## config.mk

```make
export PLATFORM = sky130hd
export DESIGN_NAME = multicycle_controller
export DESIGN_NICKNAME = d
export VERILOG_FILES = /design/src/rtl/multicycle_controller.sv
export SDC_FILE = /design/constraint.sdc
export NUM_CORES = 1
export LEC_CHECK = 0
export BUFFER_PORTS_ARGS = -buffer_cell sky130_fd_sc_hd__buf_2
export CAP_MARGIN = 20
export CORE_MARGIN = 10
export CORE_UTILIZATION = 25
export DETAILED_ROUTE_END_ITERATION = 16
export GPL_ROUTABILITY_DRIVEN = 0
export GPL_TIMING_DRIVEN = 0
export PLACE_DENSITY = 0.49
export SYNTH_ARGS = -nofsm -noshare
export SYNTH_HDL_FRONTEND = slang
export SYNTH_SLANG_ARGS = --single-unit
```

## constraint.sdc

```tcl
create_clock -name clk -period 1.6 [get_ports clk]
set_input_delay 0.08 -clock clk [delete_from_list [all_inputs] [get_ports clk]]
set_output_delay 0.08 -clock clk [all_outputs]
set_load 0.005 [all_outputs]
```

## src/rtl/multicycle_controller.sv

```systemverilog
// Main control FSM for the shared multicycle RV32I datapath.
// Sequences fetch/decode/execute/memory/writeback and guards memory waits with a timeout.
module multicycle_controller #(
  parameter int unsigned TIMEOUT   = 255,
  parameter int unsigned TIMEOUT_W = 8
) (
  input  logic       clk,
  input  logic       rst_n,
  input  logic [6:0] opcode,
  input  logic [2:0] funct3,
  input  logic       zero,
  input  logic       mem_ready,
  output logic       mem_req,
  output logic       mem_write,
  output logic       adr_src,
  output logic       ir_write,
  output logic       pc_write,
  output logic       reg_write,
  output logic [1:0] result_src,
  output logic [1:0] alu_src_a,
  output logic [1:0] alu_src_b,
  output logic [1:0] alu_op,
  output logic       instr_done,
  output logic       trap,
  output logic       trap_cause
);

  typedef enum logic [3:0] {
    IDLE, FETCH, DECODE, MEMADR, MEMREAD, MEMWB, MEMWRITE,
    EXEC_R, EXEC_I, ALUWB, BRANCH, JAL, TRAP
  } state_t;

  localparam bit          TO_EN       = (TIMEOUT != 0);
  localparam int unsigned TO_LAST_INT = (TIMEOUT == 0) ? 0 : TIMEOUT - 1;
  localparam logic [TIMEOUT_W-1:0] TO_LAST = TO_LAST_INT[TIMEOUT_W-1:0];

  state_t               state_q, state_d;
  logic [TIMEOUT_W-1:0] cnt_q, cnt_d;
  logic                 cause_q, cause_d;
  logic                 in_wait, timed_out;

  assign in_wait   = (state_q == FETCH) || (state_q == MEMREAD) || (state_q == MEMWRITE);
  // A ready arriving on the last allowed cycle wins over the timeout.
  assign timed_out = TO_EN && in_wait && !mem_ready && (cnt_q == TO_LAST);

  always_comb begin
    state_d = state_q;
    cause_d = cause_q;
    cnt_d   = '0;
    if (in_wait && !mem_ready)
      cnt_d = (cnt_q == '1) ? cnt_q : cnt_q + 1'b1;

    case (state_q)
      IDLE:     state_d = FETCH;
      FETCH:    if (mem_ready) state_d = DECODE;
      DECODE: begin
        case (opcode)
          7'b0000011, 7'b0100011: state_d = MEMADR;
          7'b0110011:             state_d = EXEC_R;
          7'b0010011:             state_d = EXEC_I;
          7'b1101111:             state_d = JAL;
          7'b1100011: begin
            if (funct3[2:1] == 2'b00) state_d = BRANCH;
            else begin
              state_d = TRAP;
              cause_d = 1'b0;
            end
          end
          default: begin
            state_d = TRAP;
            cause_d = 1'b0;
          end
        endcase
      end
      MEMADR:   state_d = opcode[5] ? MEMWRITE : MEMREAD;
      MEMREAD:  if (mem_ready) state_d = MEMWB;
      MEMWB:    state_d = FETCH;
      MEMWRITE: if (mem_ready) state_d = FETCH;
      EXEC_R:   state_d = ALUWB;
      EXEC_I:   state_d = ALUWB;
      ALUWB:    state_d = FETCH;
      BRANCH:   state_d = FETCH;
      JAL:      state_d = ALUWB;
      TRAP:     state_d = TRAP;
      default:  state_d = IDLE;
    endcase

    if (timed_out) begin
      state_d = TRAP;
      cause_d = 1'b1;
    end
  end

  always_ff @(posedge clk or negedge rst_n) begin
    if (!rst_n) begin
      state_q <= IDLE;
      cnt_q   <= '0;
      cause_q <= 1'b0;
    end else begin
      state_q <= state_d;
      cnt_q   <= cnt_d;
      cause_q <= cause_d;
    end
  end

  // Outputs decode from the state register; ir/pc strobes also qualify on ready/zero.
  always_comb begin
    mem_req    = 1'b0;
    mem_write  = 1'b0;
    adr_src    = 1'b0;
    ir_write   = 1'b0;
    pc_write   = 1'b0;
    reg_write  = 1'b0;
    result_src = 2'b00;
    alu_src_a  = 2'b00;
    alu_src_b  = 2'b00;
    alu_op     = 2'b00;
    instr_done = 1'b0;
    trap       = 1'b0;
    trap_cause = 1'b0;
    case (state_q)
      FETCH: begin
        mem_req    = 1'b1;
        result_src = 2'b10;
        alu_src_b  = 2'b10;
        ir_write   = mem_ready;
        pc_write   = mem_ready;
      end
      DECODE: begin
        alu_src_a = 2'b01;
        alu_src_b = 2'b01;
      end
      MEMADR: begin
        alu_src_a = 2'b10;
        alu_src_b = 2'b01;
      end
      MEMREAD: begin
        mem_req = 1'b1;
        adr_src = 1'b1;
      end
      MEMWB: begin
        result_src = 2'b01;
        reg_write  = 1'b1;
        instr_done = 1'b1;
      end
      MEMWRITE: begin
        mem_req    = 1'b1;
        mem_write  = 1'b1;
        adr_src    = 1'b1;
        instr_done = mem_ready;
      end
      EXEC_R: begin
        alu_src_a = 2'b10;
        alu_op    = 2'b10;
      end
      EXEC_I: begin
        alu_src_a = 2'b10;
        alu_src_b = 2'b01;
        alu_op    = 2'b10;
      end
      ALUWB: begin
        reg_write  = 1'b1;
        instr_done = 1'b1;
      end
      BRANCH: begin
        alu_src_a  = 2'b10;
        alu_op     = 2'b01;
        pc_write   = zero ^ funct3[0];
        instr_done = 1'b1;
      end
      JAL: begin
        alu_src_a = 2'b01;
        alu_src_b = 2'b10;
        pc_write  = 1'b1;
      end
      TRAP: begin
        trap       = 1'b1;
        trap_cause = cause_q;
      end
      default: ;
    endcase
  end

endmodule

```

==> out/metrics.cfg, run 1 <==
[run_status]
status=finished, violations left
failed_checks=setup timing

[worst_setup_path]
critical_path_class=flip-flop to flip-flop
start_kind=flip-flop
worst_ep_arrival_time_ns=1.84
r2r_cells=4
worstReg2RegStart=state_q[1]$_DFFE_PN0P_
crit_required_ns=1.75
r2r_slack_ns=-0.09
reg2reg_to=cause_q$_DFFE_PN0P_
crit_fanout=5
end_kind=flip-flop

[power_and_ir_drop]
power_frac_clock=0.134
vdd_drop_max_v=0.000603
sw_frac_of_total=0.423
power.internal_mw=1.25
switching_power_mw=0.913
p_per_area_nw_per_um2=1480
combPwrFrac=0.645
p_leak_nw=0.662
seq_power_share=0.221
design_power_total_mw=2.16

[timing]
slew_headroom=0.720
rsz0062_at_grt=yes
whs_ns=0.247
min_period_ns=1.69
post-route-period-util=1.06
fin_ws_ns=-0.0897
tightestPinTransition_ns=0.420
setup_viol_count_final=4
slew_viol_final=0
finalHoldViolCount=0
fin_tns_setup_ns=-0.249
fmax_mhz=592
clock_skew_ns=0.00262

[logic_synthesis]
synth_seq_cells=13
synth_top_area_frac=0.301
synth_area_um2=1080
synthesis.instances=139
synthFlopType=dfrtp_1
yosys-top-cells-count=nor2_1, dfrtp_1, o21ai_0, clkbuf_1, nand2_1
ys_types=44
synth_edf_count=0
async_reset_ff_frac=1.00
syn_avg_cell_area_um2=7.77
yosys.area.top_type=dfrtp_1
synthTopCellsByArea=dfrtp_1, nor2_1, o21ai_0, nand2b_1, nor3_1
synth_seq_area_share=0.301
yosys_warnings=0
synth_fp_nets=155
synth_most_common_cell=nor2_1

[floorplan]
die_area_um2=7350
die_w_um=85.7
core-area_um2=4090
initial_core_util=0.264
rows=23
boundaryPins=31
die_h_um=85.7

[routing]
vias=1166
via_per_inst=5.16
final_antenna_net_count=0
drt_wl_total_um=3200
dr.pass1.iters=4
wire_per_inst_um=14.2
initialDrtViolationCount=108
drc=0

[global_route]
grt-ovfl-total=0
grt_pass1_wl_um=5280
grt_pass1_vias=1127
grt_usage=0.0831
antenna_found_initial=0
grt_max_degree=14

[final_layout]
fillers=453
seqCellArea_um2=328
final_util=0.358
multi_input_area_um2=763
antenna_cells=0
drive_gt1_frac=0.347
final_nets=193
areaGrowthSynthToFinish_pct=35.6
final_cell_area_um2=1460
stdcell_count=226

[placement]
hpwl_um=2410
dp_cells=218
dpl-instance-area_um2=1290
port_buffers=29
post-place-ws_ns=-0.166

[clock_network]
cts_made_buffers=3
clock_latency_ns=0.24
clock-sinks=13
cts_tree=done
cts_root_buf=clkbuf_8
clockBufferDepth=2
htreeDepth=1
path_clk_slew_ns=0.06

[min_path]
hp-class=input port to async pin

[job]
drv_cap=0

-- metal layers --
| metal | track usage | vias up | wire length, um |
|---|---|---|---|
| met2 | 0.137 | 34 | 1560 |
| met5 | 0 | - | 0 |
| li1 | - | 583 | - |
| met1 | 0.102 | 547 | 1350 |
| met3 | 0.0246 | 2 | 279 |
| met4 | 0.0225 | 0 | 5 |
-- repair_timing --
action,4_1_cts,5_1_grt
hold buffers,1,0
setup endpoints to repair,17,19
resized for setup,11,22
pin swaps,0,3
setup buffers,4,2
hold endpoints to repair,13,0
-- power groups by stage --
stage | registers (mW) | logic (mW) | clock network, mW
2_1_floorplan | 0.451 | 0.778 | 0
3_3_place_gp | 0.470 | 1.14 | 0
3_5_place_dp | 0.470 | 1.16 | 0
4_1_cts | 0.470 | 1.26 | 0.303
5_1_grt | 0.490 | 1.58 | 0.319
6_report | 0.478 | 1.39 | 0.289
-- layout make-up --
type	count	area share
clock buffers	4	0.0308
well taps	50	0.0427
repair buffers	36	0.137
flip-flops and latches	13	0.224
plain buffers	6	0.0291
inverters	6	0.0154
multi-input cells	111	0.521
-- critical path: stages (launching register included) --
cell	delay, ns
dfrtp_2	0.40
or3b_1	0.39
a211o_4	0.37
or3_4	0.34
o211ai_1	0.10
-- placed cells by master, fill, tap and decap left out, types with 4 or more instances in the layout --
cell and n:
nand2_1 6, nor3b_1 4, nand3_1 5, o21ai_0 8, nor3_1 4, buf_4 8
buf_2 30, and3_1 4, nor2_1 16, dfrtp_1 11, nand2b_1 4, inv_1 6
-- logic make-up after synthesis --
| kind of cell | Yosys count | share of synthesized area |
|---|---|---|
| AO/OA/AOI/OAI | 37 | 0.235 |
| XOR/XNOR | 4 | 0.0325 |
| adder cells (fa/ha/maj) | 2 | 0.0232 |
| buffers and inverters | 15 | 0.0603 |
| flip-flops | 13 | 0.301 |
| multiplexers | 1 | 0.00927 |
| AND/OR/NAND/NOR | 67 | 0.338 |
-- flip-flops by register name, summed over array words and instances (netlist names) --
name and flops:
cause_q 1, cnt_q 8, state_q 4
-- worst max path at each step --
stage	start	to	slack (ns)
after floorplan	state_q[2]$_DFFE_PN0P_	cause_q$_DFFE_PN0P_	-0.04
after global placement	state_q[1]$_DFFE_PN0P_	state_q[0]$_DFFE_PN0P_	-0.16
after detailed placement	state_q[0]$_DFFE_PN0P_	state_q[0]$_DFFE_PN0P_	-0.17
after CTS	state_q[2]$_DFFE_PN0P_	cause_q$_DFFE_PN0P_	-0.10
after global routing	state_q[1]$_DFFE_PN0P_	cause_q$_DFFE_PN0P_	-0.14
final	state_q[1]$_DFFE_PN0P_	cause_q$_DFFE_PN0P_	-0.09
Note: power is estimated with default switching activity, not from simulation.
==> run 2: changes to the inputs <==
- PLACE_DENSITY: 0.49 -> 0.47
- clock period: 1.6 -> 2.1 ns (I/O delays scaled with it)
==> out/metrics.cfg, run 2 (synthesized netlist as in run 1, its figures left out) <==
[timing]
post-route-period-util=0.888  ; was 1.06
fin_ws_ns=0.235  ; was -0.0897 ns
slew_viol_final=0  ; unchanged
fmax_mhz=536  ; was 592 MHz
setup_viol_count_final=0  ; was 4
tightestPinTransition_ns=0.506  ; was 0.420 ns
clock_skew_ns=0.00411  ; was 0.00262 ns
min_period_ns=1.87  ; was 1.69 ns
rsz0062_at_grt=no  ; was yes
finalHoldViolCount=0  ; unchanged
whs_ns=0.275  ; was 0.247 ns
slew_headroom=0.658  ; was 0.720
fin_tns_setup_ns=0  ; was -0.249 ns

[floorplan]
initial_core_util=0.264  ; unchanged
boundaryPins=31  ; unchanged
die_h_um=85.7  ; unchanged
core-area_um2=4090  ; unchanged
die_w_um=85.7  ; unchanged
rows=23  ; unchanged
die_area_um2=7350  ; unchanged

[clock_network]
cts_setup_buffers=0  ; was 4
htreeDepth=1  ; unchanged
cts_tree=done  ; unchanged
clock-sinks=13  ; unchanged
cts_made_buffers=3  ; unchanged
clockBufferDepth=2  ; unchanged
clock_latency_ns=0.24  ; about the same
path_clk_slew_ns=0.06  ; about the same
cts_root_buf=clkbuf_8  ; unchanged

[placement]
port_buffers=29  ; unchanged
hpwl_um=2500  ; was 2410 um
dp_cells=218  ; unchanged
post-place-ws_ns=0.230  ; was -0.166 ns

[worst_setup_path]
end_kind=flip-flop  ; unchanged
start_kind=flip-flop  ; unchanged
crit_cells=5  ; was 4
critical_path_class=flip-flop to flip-flop  ; unchanged
critPathSlowestCell=dfrtp_1  ; was dfrtp_2
path_delay_family=simple AND/OR/NAND/NOR gates  ; unchanged
crit_fanout=10  ; was 5
worst_ep_arrival_time_ns=2.02  ; was 1.84 ns
max_stage_delay_ns=0.45  ; was 0.40 ns
crit_buf_inv=1  ; was 0
r2r_cells=5  ; was 4
crit_chain=or3b_1 > a211o_1 > buf_6 > or3_4 > o211ai_1  ; was or3b_1 > a211o_4 > or3_4 > o211ai_1
crit_required_ns=2.25  ; was 1.75 ns

[global_route]
grt_usage=0.0813  ; was 0.0831
antenna_found_initial=0  ; unchanged
grt_pass1_vias=1141  ; was 1127
grt_pass1_wl_um=5180  ; was 5280 um
grt-ovfl-total=0  ; unchanged
grt_max_degree=14  ; unchanged

[power_and_ir_drop]
sw_frac_of_total=0.437  ; was 0.423
p_leak_nw=0.616  ; was 0.662 nW
combPwrFrac=0.601  ; was 0.645
power.internal_mw=0.819  ; was 1.25 mW
switching_power_mw=0.636  ; was 0.913 mW
vdd_drop_max_v=0.000346  ; was 0.000603 V
seq_power_share=0.247  ; was 0.221
p_per_area_nw_per_um2=1080  ; was 1480 nW/um2
power_frac_clock=0.152  ; was 0.134

[routing]
vias=1166  ; unchanged
final_antenna_net_count=0  ; unchanged
drc=0  ; unchanged
via_per_inst=5.23  ; was 5.16
drt_wl_total_um=3150  ; was 3200 um
initialDrtViolationCount=117  ; was 108
wire_per_inst_um=14.1  ; was 14.2 um
dr.pass1.iters=4  ; unchanged

[final_layout]
layout_commonest_cell=buf_2  ; unchanged
areaGrowthSynthToFinish_pct=24.3  ; was 35.6%
final_nets=190  ; was 193
largest_reg_flops=8  ; unchanged
drive_gt1_frac=0.208  ; was 0.347
stdcell_count=223  ; was 226
fillers=453  ; unchanged
antenna_cells=0  ; unchanged
top_register=cnt_q  ; unchanged
reg_top3=cnt_q (8), state_q (4), cause_q (1)  ; unchanged
final_util=0.329  ; was 0.358
final_cell_mix=buf_2, nor2_1, dfrtp_1  ; unchanged

[run_status]
status=complete, no violations  ; was finished, violations left

[job]
drv_cap=0  ; unchanged

[min_path]
hp-class=input port to async pin  ; unchanged

run 2: through the flow:
| stage | power, mW | instance area, um2 |
|---|---|---|
| global placement | 1.23 | 1290 |
| floorplan | 0.937 | 1080 |
| global route | 1.61 | 1340 |
| finish | 1.45 | 1340 |
| detailed placement | 1.24 | 1290 |
| CTS | 1.48 | 1340 |
run 2: repair_timing:
action,4_1_cts,5_1_grt
gates resized for setup,0,0
endpoints found under the hold margin,13,0
hold buffers,1,0
run 2: worst paths after layout:
path | slack (ns) | start | to
max | 0.23 | state_q[1]$_DFFE_PN0P_ | cause_q$_DFFE_PN0P_
min | 0.28 | rst_n | cnt_q[0]$_DFFE_PN0P_
max reg2reg | 0.23 | state_q[1]$_DFFE_PN0P_ | cause_q$_DFFE_PN0P_
min reg2reg | 0.53 | cnt_q[7]$_DFFE_PN0P_ | cnt_q[7]$_DFFE_PN0P_
max in group asynchronous | 1.59 | rst_n | cnt_q[5]$_DFFE_PN0P_
min in group clk | 0.28 | opcode[5] | state_q[1]$_DFFE_PN0P_
run 2: power groups by stage:
stage	logic (mW)	registers [mW]	clock network, mW
2_1_floorplan	0.593	0.344	0
3_3_place_gp	0.875	0.359	0
3_5_place_dp	0.882	0.361	0
4_1_cts	0.887	0.357	0.235
5_1_grt	0.995	0.367	0.245
6_report	0.875	0.359	0.221
run 2: cell type report:
class	instances	area [um2]	area share
Clock buffer	4	45.0	0.0336
Sequential cell	13	325	0.242
Timing Repair Buffer	30	155	0.116
Buffer	9	42.5	0.0317
Inverter	6	22.5	0.0168
Tap cell	50	62.6	0.0466
Multi-Input combinational cell	111	689	0.514
run 2: routing by layer:
| layer | vias to the layer above | GRT usage | share of wire |
|---|---|---|---|
| met1 | 540 | 0.0954 | 0.44 |
| met2 | 41 | 0.134 | 0.46 |
| met3 | 8 | 0.0293 | 0.084 |
| met4 | 0 | 0.0269 | 0.014 |
| met5 | - | 0 | 0 |
| li1 | 577 | - | - |
==> run 3: changes to the inputs <==
- BUFFER_PORTS_ARGS: -buffer_cell sky130_fd_sc_hd__buf_2 -> not set
- CAP_MARGIN: 20 -> not set
- DONT_BUFFER_PORTS: not set -> 1
- PLACE_DENSITY: 0.47 -> 0.41
==> out/metrics.cfg, run 3 (synthesized netlist as in run 1, its figures left out) <==
[run_status]
status=complete, no violations  ; unchanged

[clock_network]
cts_root_buf=clkbuf_8  ; unchanged
cts_made_buffers=3  ; unchanged
cts_tree=done  ; unchanged
clockBufferDepth=2  ; unchanged
path_clk_slew_ns=0.05  ; was 0.06 ns
clock_latency_ns=0.24  ; about the same
cts_resized=0  ; unchanged
clock-sinks=13  ; unchanged
htreeDepth=1  ; unchanged

[timing]
min_period_ns=1.85  ; was 1.87 ns
fin_tns_setup_ns=0  ; unchanged
clock_skew_ns=0.00717  ; was 0.00411 ns
slew_viol_final=0  ; unchanged
slew_headroom=0.581  ; was 0.658
fmax_mhz=540  ; was 536 MHz
finalHoldViolCount=0  ; unchanged
setup_viol_count_final=0  ; unchanged
rsz0062_at_grt=no  ; unchanged
post-route-period-util=0.882  ; was 0.888
tightestPinTransition_ns=0.620  ; was 0.506 ns

[placement]
port_buffers=0  ; was 29
hpwl_um=2270  ; was 2500 um
dp_cells=189  ; was 218

[worst_setup_path]
start_kind=flip-flop  ; unchanged
crit_required_ns=2.25  ; about the same
end_kind=flip-flop  ; unchanged
worst_ep_arrival_time_ns=2.00  ; was 2.02 ns
cp-startpoint=state_q[1]$_DFFE_PN0P_  ; unchanged
crit_fanout=10  ; unchanged
worstReg2RegStart=state_q[1]$_DFFE_PN0P_  ; unchanged
critical_path_class=flip-flop to flip-flop  ; unchanged

[routing]
wl_met3_um=138  ; was 264 um
dr.pass1.iters=4  ; unchanged
dr.max_layer_used=met4  ; unchanged
drt_wl_total_um=2910  ; was 3150 um
drc=0  ; unchanged
initialDrtViolationCount=44  ; was 117
wire_per_inst_um=15.0  ; was 14.1 um
wl_met1_um=1400  ; was 1390 um
via_per_inst=5.31  ; was 5.23
routed-wl-met2_um=1350  ; was 1450 um
final_antenna_net_count=0  ; unchanged
vias=1030  ; was 1166

[global_route]
grt_pass1_vias=1032  ; was 1141
antenna_found_initial=0  ; unchanged
grt_usage=0.0788  ; was 0.0813
grt_max_degree=14  ; unchanged
grt_pass1_wl_um=4940  ; was 5180 um
grt-ovfl-total=0  ; unchanged

[final_layout]
antenna_cells=0  ; unchanged
final_cell_mix=nor2_1, dfrtp_1, o21ai_0  ; was buf_2, nor2_1, dfrtp_1
final_nets=161  ; was 190
largest_reg_flops=8  ; unchanged
areaGrowthSynthToFinish_pct=10.9  ; was 24.3%
drive_gt1_frac=0.0486  ; was 0.208
top_register=cnt_q  ; unchanged
reg_top3=cnt_q (8), state_q (4), cause_q (1)  ; unchanged
layout_commonest_cell=nor2_1  ; was buf_2
stdcell_count=194  ; was 223

[min_path]
hp-class=input port to flip-flop  ; was input port to async pin
hold_start=opcode[5]

[power_and_ir_drop]
p_per_area_nw_per_um2=1110  ; was 1080 nW/um2
power_frac_clock=0.165  ; was 0.152
switching_power_mw=0.599  ; was 0.636 mW
power.internal_mw=0.725  ; was 0.819 mW
sw_frac_of_total=0.452  ; was 0.437
vdd_drop_max_v=0.000240  ; was 0.000346 V
p_leak_nw=0.481  ; was 0.616 nW
combPwrFrac=0.566  ; was 0.601
seq_power_share=0.268  ; was 0.247

[floorplan]
die_area_um2=7350  ; unchanged
core-area_um2=4090  ; unchanged
die_h_um=85.7  ; unchanged
initial_core_util=0.264  ; unchanged
rows=23  ; unchanged
die_w_um=85.7  ; unchanged
boundaryPins=31  ; unchanged

[job]
drv_cap=0  ; unchanged

## run 3: changes by cell type in the layout (fill, tap and decap cells not counted)
cell / delta
buf_2: -29
## run 3: power groups by stage
stage	registers (mW)	logic (mW)	clock network (mW)
4_1_cts	0.355	0.759	0.228
6_report	0.355	0.750	0.219
2_1_floorplan	0.344	0.593	0
3_5_place_dp	0.359	0.748	0
5_1_grt	0.364	0.855	0.243
3_3_place_gp	0.360	0.743	0
## run 3: repair_timing
| item | CTS | global route |
|---|---|---|
| hold buffers | 1 | 0 |
| hold endpoints to repair | 13 | 0 |
| buffers inserted | 0 | 0 |
## run 3: worst paths after layout
kind	endpoint	slack, ns	cells after the start
worst max-delay path	cause_q$_DFFE_PN0P_	0.25	5
worst min-delay path	state_q[1]$_DFFE_PN0P_	0.11	2
worst max register to register	cause_q$_DFFE_PN0P_	0.25	5
worst min register to register	cnt_q[7]$_DFFE_PN0P_	0.52	1
max in group asynchronous	state_q[0]$_DFFE_PN0P_	1.39	1
min in group asynchronous	cnt_q[5]$_DFFE_PN0P_	0.31	1
## run 3: area by class of cell
| class | count | area (um2) |
|---|---|---|
| Buffer | 9 | 42.5 |
| Clock buffer | 4 | 45.0 |
| Fill cell | 451 | 2890 |
| Inverter | 6 | 22.5 |
| Multi-Input combinational cell | 111 | 689 |
| Sequential cell | 13 | 325 |
| Tap cell | 50 | 62.6 |
| Timing Repair Buffer | 1 | 10.0 |
## run 3: per-layer routing
layer / up-vias / track usage
li1: 514 / -
met2: 25 / 0.127
met1: 489 / 0.100
met3: 2 / 0.0170
met5: - / 0
met4: 0 / 0.0269
## run 3: metrics by stage
step / utilization / total power, mW / setup slack, ns / area, um2 / hold WS [ns]
finish: 0.293 / 1.32 / 0.248 / 1200 / 0.108
global route: 0.293 / 1.46 / 0.0982 / 1200 / 0.176
CTS: 0.293 / 1.34 / 0.231 / 1200 / 0.102
detailed placement: 0.280 / 1.11 / 0.262 / 1140 / -0.190
global placement: 0.280 / 1.10 / 0.254 / 1140 / -0.190
floorplan: - / 0.937 / 0.363 / 1080 / -0.191
## run 3: critical path: stages (launching register included)
cell      delay, ns
dfrtp_1        0.45
or3b_1         0.39
a211o_1        0.31
buf_6          0.15
or3_4          0.38
o211ai_1       0.09
